$ cat src/rtl/onewire_pkg.sv
// Shared definitions for the 1-Wire temperature slave and its master.
package onewire_pkg;

    typedef enum logic [2:0] {
        ST_IDLE,
        ST_PD_WAIT,
        ST_PD_DRIVE,
        ST_ROM_RX,
        ST_FN_RX,
        ST_CONVERT,
        ST_TX_SCR
    } ow_state_t;

    localparam logic [7:0] CMD_SKIP_ROM = 8'hCC;
    localparam logic [7:0] CMD_CONVERT  = 8'h44;
    localparam logic [7:0] CMD_READ_SCR = 8'hBE;

    // Fixed scratchpad bytes 2..7 (TH, TL, config, reserved x3)
    localparam logic [7:0] SCR_TH   = 8'h4B;
    localparam logic [7:0] SCR_TL   = 8'h46;
    localparam logic [7:0] SCR_CFG  = 8'h7F;
    localparam logic [7:0] SCR_RES0 = 8'hFF;
    localparam logic [7:0] SCR_RES1 = 8'h0C;
    localparam logic [7:0] SCR_RES2 = 8'h10;

    // Dallas CRC-8 polynomial x^8+x^5+x^4+1, reflected
    localparam logic [7:0] CRC8_POLY = 8'h8C;

    // Power-on temperature, +85 degC
    localparam logic [15:0] TEMP_POR = 16'h0550;

    // Scratchpad bytes 0..7 packed with byte 0 in the low bits, ready to shift out LSB first
    function automatic logic [63:0] scratch_image(input logic [15:0] t);
        return {SCR_RES2, SCR_RES1, SCR_RES0, SCR_CFG, SCR_TL, SCR_TH, t};
    endfunction

endpackage

$ cat src/rtl/onewire_crc8.sv
// Serial bit-in Dallas CRC-8 (reflected), shared by the slave and the master.
module onewire_crc8
    import onewire_pkg::*;
(
    input  logic       clk,
    input  logic       rst,
    input  logic       clr,
    input  logic       en,
    input  logic       bit_in,
    output logic [7:0] crc
);

    logic [7:0] crc_reg;
    logic [7:0] crc_next;
    logic       fb;

    assign fb = crc_reg[0] ^ bit_in;

    genvar gi;
    for (gi = 0; gi < 8; gi++) begin : g_crc
        if (gi == 7) begin : g_msb
            assign crc_next[gi] = fb & CRC8_POLY[gi];
        end else begin : g_low
            assign crc_next[gi] = crc_reg[gi+1] ^ (fb & CRC8_POLY[gi]);
        end
    end

    // CRC register: clear has priority over shifting in a new bit
    always_ff @(posedge clk or posedge rst) begin
        if (rst)      crc_reg <= 8'h00;
        else if (clr) crc_reg <= 8'h00;
        else if (en)  crc_reg <= crc_next;
    end

    assign crc = crc_reg;

endmodule

$ cat src/rtl/onewire_temp_slave.sv
// DS18B20-style 1-Wire responder: presence, skip ROM, convert T, read scratchpad.
module onewire_temp_slave
    import onewire_pkg::*;
#(
    parameter int unsigned RST_MIN  = 60000,
    parameter int unsigned PD_WAIT  = 3750,
    parameter int unsigned PD_LOW   = 15000,
    parameter int unsigned T_SAMPLE = 3750,
    parameter int unsigned T_HOLD0  = 3750,
    parameter int unsigned CONV_CYC = 125000
) (
    input  logic        clk,
    input  logic        rst,
    input  logic        dq_in,
    output logic        dq_oe,
    input  logic [15:0] t_value,
    output logic        conv_done,
    output logic        cmd_stb,
    output logic [7:0]  cmd_code,
    output logic        busy
);

    logic        sync_reg, dq_s_reg, dq_prev_reg, dq_oe_prev_reg;
    logic [1:0]  blank_reg;
    logic [31:0] low_cnt_reg;

    ow_state_t   state_reg, state_next;
    logic [31:0] cnt_reg, cnt_next;
    logic [6:0]  bit_cnt_reg, bit_cnt_next;
    logic [7:0]  rx_reg, rx_next;
    logic        samp_pend_reg, samp_pend_next;
    logic [31:0] samp_cnt_reg, samp_cnt_next;
    logic        hold_reg, hold_next;
    logic [31:0] hold_cnt_reg, hold_cnt_next;
    logic [15:0] temp_reg, temp_next;
    logic [63:0] scr_reg, scr_next;
    logic        busy_reg, busy_next;
    logic        conv_done_reg, conv_done_next;
    logic        cmd_stb_reg, cmd_stb_next;
    logic [7:0]  cmd_code_reg, cmd_code_next;

    logic        crc_clr, crc_en;
    logic [7:0]  crc_val;
    logic        fall, rise, line_reset, slot_fall, samp_now, tx_bit;
    logic [7:0]  rx_byte;

    onewire_crc8 u_crc (
        .clk    (clk),
        .rst    (rst),
        .clr    (crc_clr),
        .en     (crc_en),
        .bit_in (scr_reg[0]),
        .crc    (crc_val)
    );

    // Presence pulse or a read-0 hold pulls the line low
    assign dq_oe = (state_reg == ST_PD_DRIVE) || hold_reg;

    assign fall       = dq_prev_reg & ~dq_s_reg;
    assign rise       = ~dq_prev_reg & dq_s_reg;
    assign line_reset = rise && (low_cnt_reg == RST_MIN);
    // Our own drive produces line edges; ignore them until shortly after release
    assign slot_fall  = fall & ~dq_oe & ~dq_oe_prev_reg & (blank_reg == 2'd0);
    assign samp_now   = samp_pend_reg && (samp_cnt_reg == T_SAMPLE);
    assign rx_byte    = {dq_s_reg, rx_reg[7:1]};
    assign tx_bit     = (bit_cnt_reg < 7'd64) ? scr_reg[0] : crc_val[bit_cnt_reg[2:0]];

    // Input synchroniser, edge history, low-time counter and self-drive blanking
    always_ff @(posedge clk or posedge rst) begin
        if (rst) begin
            sync_reg       <= 1'b1;
            dq_s_reg       <= 1'b1;
            dq_prev_reg    <= 1'b1;
            dq_oe_prev_reg <= 1'b0;
            blank_reg      <= 2'd0;
            low_cnt_reg    <= '0;
        end else begin
            sync_reg       <= dq_in;
            dq_s_reg       <= sync_reg;
            dq_prev_reg    <= dq_s_reg;
            dq_oe_prev_reg <= dq_oe;
            if (dq_oe_prev_reg && !dq_oe) blank_reg <= 2'd2;
            else if (blank_reg != 2'd0)   blank_reg <= blank_reg - 2'd1;
            if (dq_s_reg)                  low_cnt_reg <= '0;
            else if (low_cnt_reg != RST_MIN) low_cnt_reg <= low_cnt_reg + 32'd1;
        end
    end

    // Protocol state and datapath registers
    always_ff @(posedge clk or posedge rst) begin
        if (rst) begin
            state_reg     <= ST_IDLE;
            cnt_reg       <= '0;
            bit_cnt_reg   <= '0;
            rx_reg        <= '0;
            samp_pend_reg <= 1'b0;
            samp_cnt_reg  <= '0;
            hold_reg      <= 1'b0;
            hold_cnt_reg  <= '0;
            temp_reg      <= TEMP_POR;
            scr_reg       <= '0;
            busy_reg      <= 1'b0;
            conv_done_reg <= 1'b0;
            cmd_stb_reg   <= 1'b0;
            cmd_code_reg  <= 8'h00;
        end else begin
            state_reg     <= state_next;
            cnt_reg       <= cnt_next;
            bit_cnt_reg   <= bit_cnt_next;
            rx_reg        <= rx_next;
            samp_pend_reg <= samp_pend_next;
            samp_cnt_reg  <= samp_cnt_next;
            hold_reg      <= hold_next;
            hold_cnt_reg  <= hold_cnt_next;
            temp_reg      <= temp_next;
            scr_reg       <= scr_next;
            busy_reg      <= busy_next;
            conv_done_reg <= conv_done_next;
            cmd_stb_reg   <= cmd_stb_next;
            cmd_code_reg  <= cmd_code_next;
        end
    end

    // Next-state logic: slot timing, byte reception, conversion and transmit
    always_comb begin
        state_next     = state_reg;
        cnt_next       = cnt_reg;
        bit_cnt_next   = bit_cnt_reg;
        rx_next        = rx_reg;
        samp_pend_next = samp_pend_reg;
        samp_cnt_next  = samp_cnt_reg;
        hold_next      = hold_reg;
        hold_cnt_next  = hold_cnt_reg;
        temp_next      = temp_reg;
        scr_next       = scr_reg;
        busy_next      = busy_reg;
        conv_done_next = 1'b0;
        cmd_stb_next   = 1'b0;
        cmd_code_next  = cmd_code_reg;
        crc_clr        = 1'b0;
        crc_en         = 1'b0;

        if (hold_reg) begin
            if (hold_cnt_reg == T_HOLD0) hold_next = 1'b0;
            else                         hold_cnt_next = hold_cnt_reg + 32'd1;
        end
        if (samp_pend_reg) samp_cnt_next = samp_cnt_reg + 32'd1;

        case (state_reg)
            ST_PD_WAIT: begin
                if (cnt_reg == PD_WAIT - 1) begin
                    state_next = ST_PD_DRIVE;
                    cnt_next   = '0;
                end else begin
                    cnt_next = cnt_reg + 32'd1;
                end
            end
            ST_PD_DRIVE: begin
                if (cnt_reg == PD_LOW - 1) begin
                    state_next     = ST_ROM_RX;
                    cnt_next       = '0;
                    bit_cnt_next   = '0;
                    samp_pend_next = 1'b0;
                end else begin
                    cnt_next = cnt_reg + 32'd1;
                end
            end
            ST_ROM_RX, ST_FN_RX: begin
                if (slot_fall && !samp_pend_reg) begin
                    samp_pend_next = 1'b1;
                    samp_cnt_next  = 32'd1;
                end
                if (samp_now) begin
                    samp_pend_next = 1'b0;
                    rx_next        = rx_byte;
                    bit_cnt_next   = bit_cnt_reg + 7'd1;
                    if (bit_cnt_reg == 7'd7) begin
                        bit_cnt_next = '0;
                        if (state_reg == ST_ROM_RX) begin
                            state_next = (rx_byte == CMD_SKIP_ROM) ? ST_FN_RX : ST_IDLE;
                        end else begin
                            cmd_stb_next  = 1'b1;
                            cmd_code_next = rx_byte;
                            case (rx_byte)
                                CMD_CONVERT: begin
                                    state_next = ST_CONVERT;
                                    busy_next  = 1'b1;
                                    cnt_next   = '0;
                                end
                                CMD_READ_SCR: begin
                                    state_next = ST_TX_SCR;
                                    scr_next   = scratch_image(temp_reg);
                                    crc_clr    = 1'b1;
                                end
                                default: state_next = ST_IDLE;
                            endcase
                        end
                    end
                end
            end
            ST_CONVERT: begin
                if (busy_reg) begin
                    if (cnt_reg == CONV_CYC - 1) begin
                        temp_next      = t_value;
                        conv_done_next = 1'b1;
                        busy_next      = 1'b0;
                    end else begin
                        cnt_next = cnt_reg + 32'd1;
                    end
                end
                // Read slots answer 0 while converting, 1 (no drive) afterwards
                if (slot_fall && busy_reg) begin
                    hold_next     = 1'b1;
                    hold_cnt_next = 32'd1;
                end
            end
            ST_TX_SCR: begin
                if (slot_fall) begin
                    if (!tx_bit) begin
                        hold_next     = 1'b1;
                        hold_cnt_next = 32'd1;
                    end
                    if (bit_cnt_reg < 7'd64) begin
                        crc_en   = 1'b1;
                        scr_next = {1'b0, scr_reg[63:1]};
                    end
                    if (bit_cnt_reg == 7'd71) begin
                        state_next   = ST_IDLE;
                        bit_cnt_next = '0;
                    end else begin
                        bit_cnt_next = bit_cnt_reg + 7'd1;
                    end
                end
            end
            default: ;
        endcase

        // A long low pulse restarts the bus from any state and aborts conversion
        if (line_reset) begin
            state_next     = ST_PD_WAIT;
            cnt_next       = '0;
            bit_cnt_next   = '0;
            busy_next      = 1'b0;
            hold_next      = 1'b0;
            samp_pend_next = 1'b0;
        end
    end

    assign conv_done = conv_done_reg;
    assign cmd_stb   = cmd_stb_reg;
    assign cmd_code  = cmd_code_reg;
    assign busy      = busy_reg;

endmodule

$ cat config.mk
export PLATFORM = sky130hd
export DESIGN_NAME = onewire_temp_slave
export DESIGN_NICKNAME = d
export VERILOG_FILES = /design/src/rtl/onewire_pkg.sv /design/src/rtl/onewire_crc8.sv /design/src/rtl/onewire_temp_slave.sv
export SDC_FILE = /design/constraint.sdc
export NUM_CORES = 1
export LEC_CHECK = 0
export ABC_AREA = 1
export ABC_CLOCK_PERIOD_IN_PS = 15300
export BUFFER_PORTS_ARGS = -buffer_cell sky130_fd_sc_hd__clkbuf_2
export CORE_MARGIN = 2
export CORE_UTILIZATION = 50
export DETAILED_ROUTE_END_ITERATION = 10
export HOLD_SLACK_MARGIN = 0.05
export PLACE_DENSITY = 0.7
export SLEW_MARGIN = 20
export SYNTH_ARGS = -nofsm -noshare
export SYNTH_HDL_FRONTEND = slang
export SYNTH_HIERARCHICAL = 1
export SYNTH_SLANG_ARGS = --single-unit
$ cat constraint.sdc
create_clock -name clk -period 15.3 [get_ports clk]
set_input_delay 0.765 -clock clk [delete_from_list [all_inputs] [get_ports clk]]
set_output_delay 0.765 -clock clk [all_outputs]
set_load 0.005 [all_outputs]
==> reports/qor.csv <==
stage,metric,value,unit
status,status,completed,
final_layout,fin_cells,2415,
power,p_seq_share,48.5,%
synthesis,synth_top_area_share,42.2,%
synthesis,yosysSeqAreaShare,43.5,%
place,dp_hpwl,22700,um
final_layout,largest_register_ffs,61,
power,p_sw_share,21.3,%
final_layout,layout_common_cells,"581 x nand2_1, 335 x nor2_1, 242 x dfrtp_1, 210 x inv_1, 117 x nand3_1",
critical_path,crit_type,flop to flop,
critical_path,setup.worst_path.start_class,flop,
sta,setup_tns,0,ns
global_route,grt_max_degree,104,
routing,wirelength,32400,um
floorplan,die_x,173,um
power,report.power.total,1.36,mW
sta,slew_viol_final,0,
routing,drc,0,
global_route,antenna_found_initial,0,
synthesis,synthTopCellsByArea,"dfrtp_1 42%, nand2_1 15%, nor2_1 8.8%",
sta,finalSetupViolCount,0,
critical_path,crit_path_max_fanout,44,
final_layout,diodes,0,
sta,skew,0.0148,ns
clocking,post_cts_resized,0,
clocking,cts_buffers,28,
clocking,clkSinkCount,249,
flow_run,maxCapViolCount,0,
floorplan,die_height,173,um
clocking,root_buffer,clkbuf_16,
final_layout,drive_gt1_share,7.34,%
routing,drtIter0Drc,888,
clocking,cts.htree.levels,1,
synthesis,synth_edf_count,0,
global_route,grt_pass1_vias,12100,
clocking,clock_path_buffers,3,
floorplan,core,28500,um^2
sta,rsz0062_at_grt,no,
power,p_clk_share,50.0,%
critical_path,required,15.78,ns
critical_path,slowest_delay,0.98,ns
synthesis,synthFlopType,dfrtp_1,
synthesis,synth.avg_cell_area,7.18,um^2
sta,period_share,24.4,%
synthesis,synth_cell_types,50,
sta,min_period,3.74,ns
power,powerDensity,87.2,nW/um^2
power,power_leakage,7.61,nW
global_route,overflow,0,
clocking,post-cts-setup-buffer-count,0,
clocking,cts_tree,yes,
routing,drt-vias-per-instance,5.18,
global_route,grt_pass1_wl,57000,um
clocking,hold_buffers,0,
synthesis,async_flop_share,100,%
place,dp.cells,2364,
critical_path,crit_arrival,4.22,ns
floorplan,die_area,30100,um^2
synthesis,syn_inst,1997,
synthesis,synth_top_area_cell,dfrtp_1,
place,numPortBuffers,30,
place,finalWeightedCongestion,0.926,
final_layout,area_growth,9.04,%
clocking,worstSkewPairLatency,0.56,ns
power,internal-power,1.07,mW
synthesis,synthesis.nets,2026,
final_layout,fin_util,54.9,%
final_layout,n_fill_cell,2738,
sta,slew_headroom,30.1,%
final_layout,final_common_cell,nand2_1,
critical_path,crit_chain,inv_1 -> nor2_1 -> nand2_2 -> clkinv_1 -> nand2_1 -> a21oi_1 -> nand2_1 -> nand2_2 -> inv_1 -> o21ai_0 -> nor2_1,
floorplan,start_util,50.4,%
synthesis,ys_seq_elements,249,
synthesis,syn_area,14300,um^2
critical_path,crit_path_end_kind,flop,
sta,hold_viol_final,0,
global_route,grt_use_total,22.2,%
floorplan,io_pins,31,
routing,antenna_left,0,
power,peakVddDrop,0.0850,mV
power,pwr-share-comb,1.5,%
floorplan,rows,62,
sta,worstMarginPinSlew,1.04,ns
clocking,path_clk_slew,0.06,ns
routing,dr.pass1.iters,5,
final_layout,nNetsFinal,2039,
sta,clock.fmax,267,MHz
synthesis,ys_warn_count,6,
power,p_sw,290,uW
min_path,min_path_type,input pin to async pin,
routing,vias,12500,
routing,wire_per_inst,13.4,um
critical_path,worst_path_max_delay_cell,clkinv_1,
-- critical path: cells and delay by family, from the launching register on --
kind / cells / cell delay [ns]
and+or+nand+nor: 6 / 1.56
AOI/OAI and AO/OA: 2 / 0.22
DFF: 1 / 0.41
buffers and inverters: 3 / 1.45
-- final cells by class --
class | instances | area, um^2 | area share, %
Clock buffer | 43 | 837 | 5.35
Clock inverter | 8 | 115 | 0.736
Inverter | 224 | 848 | 5.42
Multi-Input combinational cell | 1473 | 6940 | 44.4
Sequential cell | 249 | 6240 | 39.9
Tap cell | 384 | 480 | 3.07
Timing Repair Buffer | 34 | 184 | 1.18
-- cells in the mapped netlist (9+ instances only) --
master,instances
nor3_1,55
nand2_1,582
inv_2,10
a21oi_1,35
clkbuf_1,19
o21ai_0,105
o21ai_2,12
ha_1,10
xnor2_1,11
nand4_1,46
inv_1,211
nor2_1,335
o21ai_1,15
xor2_1,44
buf_2,14
dfrtp_1,242
nand3_1,117
nor2_2,9
mux2i_1,16
buf_6,14
nand2_2,13
-- through the flow --
step | setup slack [ns] | hold WS (ns) | cell area (um^2)
2_1_floorplan | 7.93 | 0.345 | 14300
3_3_place_gp | 11.61 | 0.352 | 14700
3_5_place_dp | 11.56 | 0.348 | 14700
4_1_cts | 11.53 | 0.205 | 15600
5_1_grt | 11.04 | 0.213 | 15600
6_report | 11.56 | 0.212 | 15600
-- path summary, 6_finish.rpt --
kind / startpoint / endpoint / slack (ns) / cells past startpoint
max in group asynchronous: rst / low_cnt_reg[28]$_DFFE_PP0P_ / 13.69 / 3
min in group clk: dq_in / sync_reg$_DFF_PP1_ / 0.31 / 1
max reg2reg: state_reg[2]$_DFFE_PP0P_ / hold_cnt_reg[26]$_DFF_PP0_ / 11.56 / 11
min: rst / u_crc/crc[1]$_DFFE_PP0P_ / 0.21 / 2
max: state_reg[2]$_DFFE_PP0P_ / hold_cnt_reg[26]$_DFF_PP0_ / 11.56 / 11
min reg2reg: sync_reg$_DFF_PP1_ / dq_s_reg$_DFF_PP1_ / 0.35 / 0
-- power groups by stage --
stage	clock network (mW)	registers, mW	logic [mW]
floorplan	0	0.673	0.0144
global placement	0	0.674	0.0218
detailed placement	0	0.674	0.0221
CTS	0.698	0.662	0.0221
global route	0.728	0.662	0.0251
finish	0.682	0.662	0.0209
-- logic make-up after synthesis --
family | count (synthesis) | share of synthesized area [%]
simple gates | 1196 | 35.3
buf+inv | 275 | 8.15
fa+ha+maj | 10 | 0.872
mux | 16 | 1.12
xor+xnor | 55 | 3.36
flops | 249 | 43.5
compound gates | 196 | 7.72
-- routing by layer --
metal	GRT usage, %	up-vias	routed length, um
met1	31.3	5840	15300
met2	36.3	249	15000
met4	6.43	0	800
met3	2.72	49	1310
met5	0	-	0
li1	-	6374	-
No activity file was read; power rests on OpenSTA's default activity.
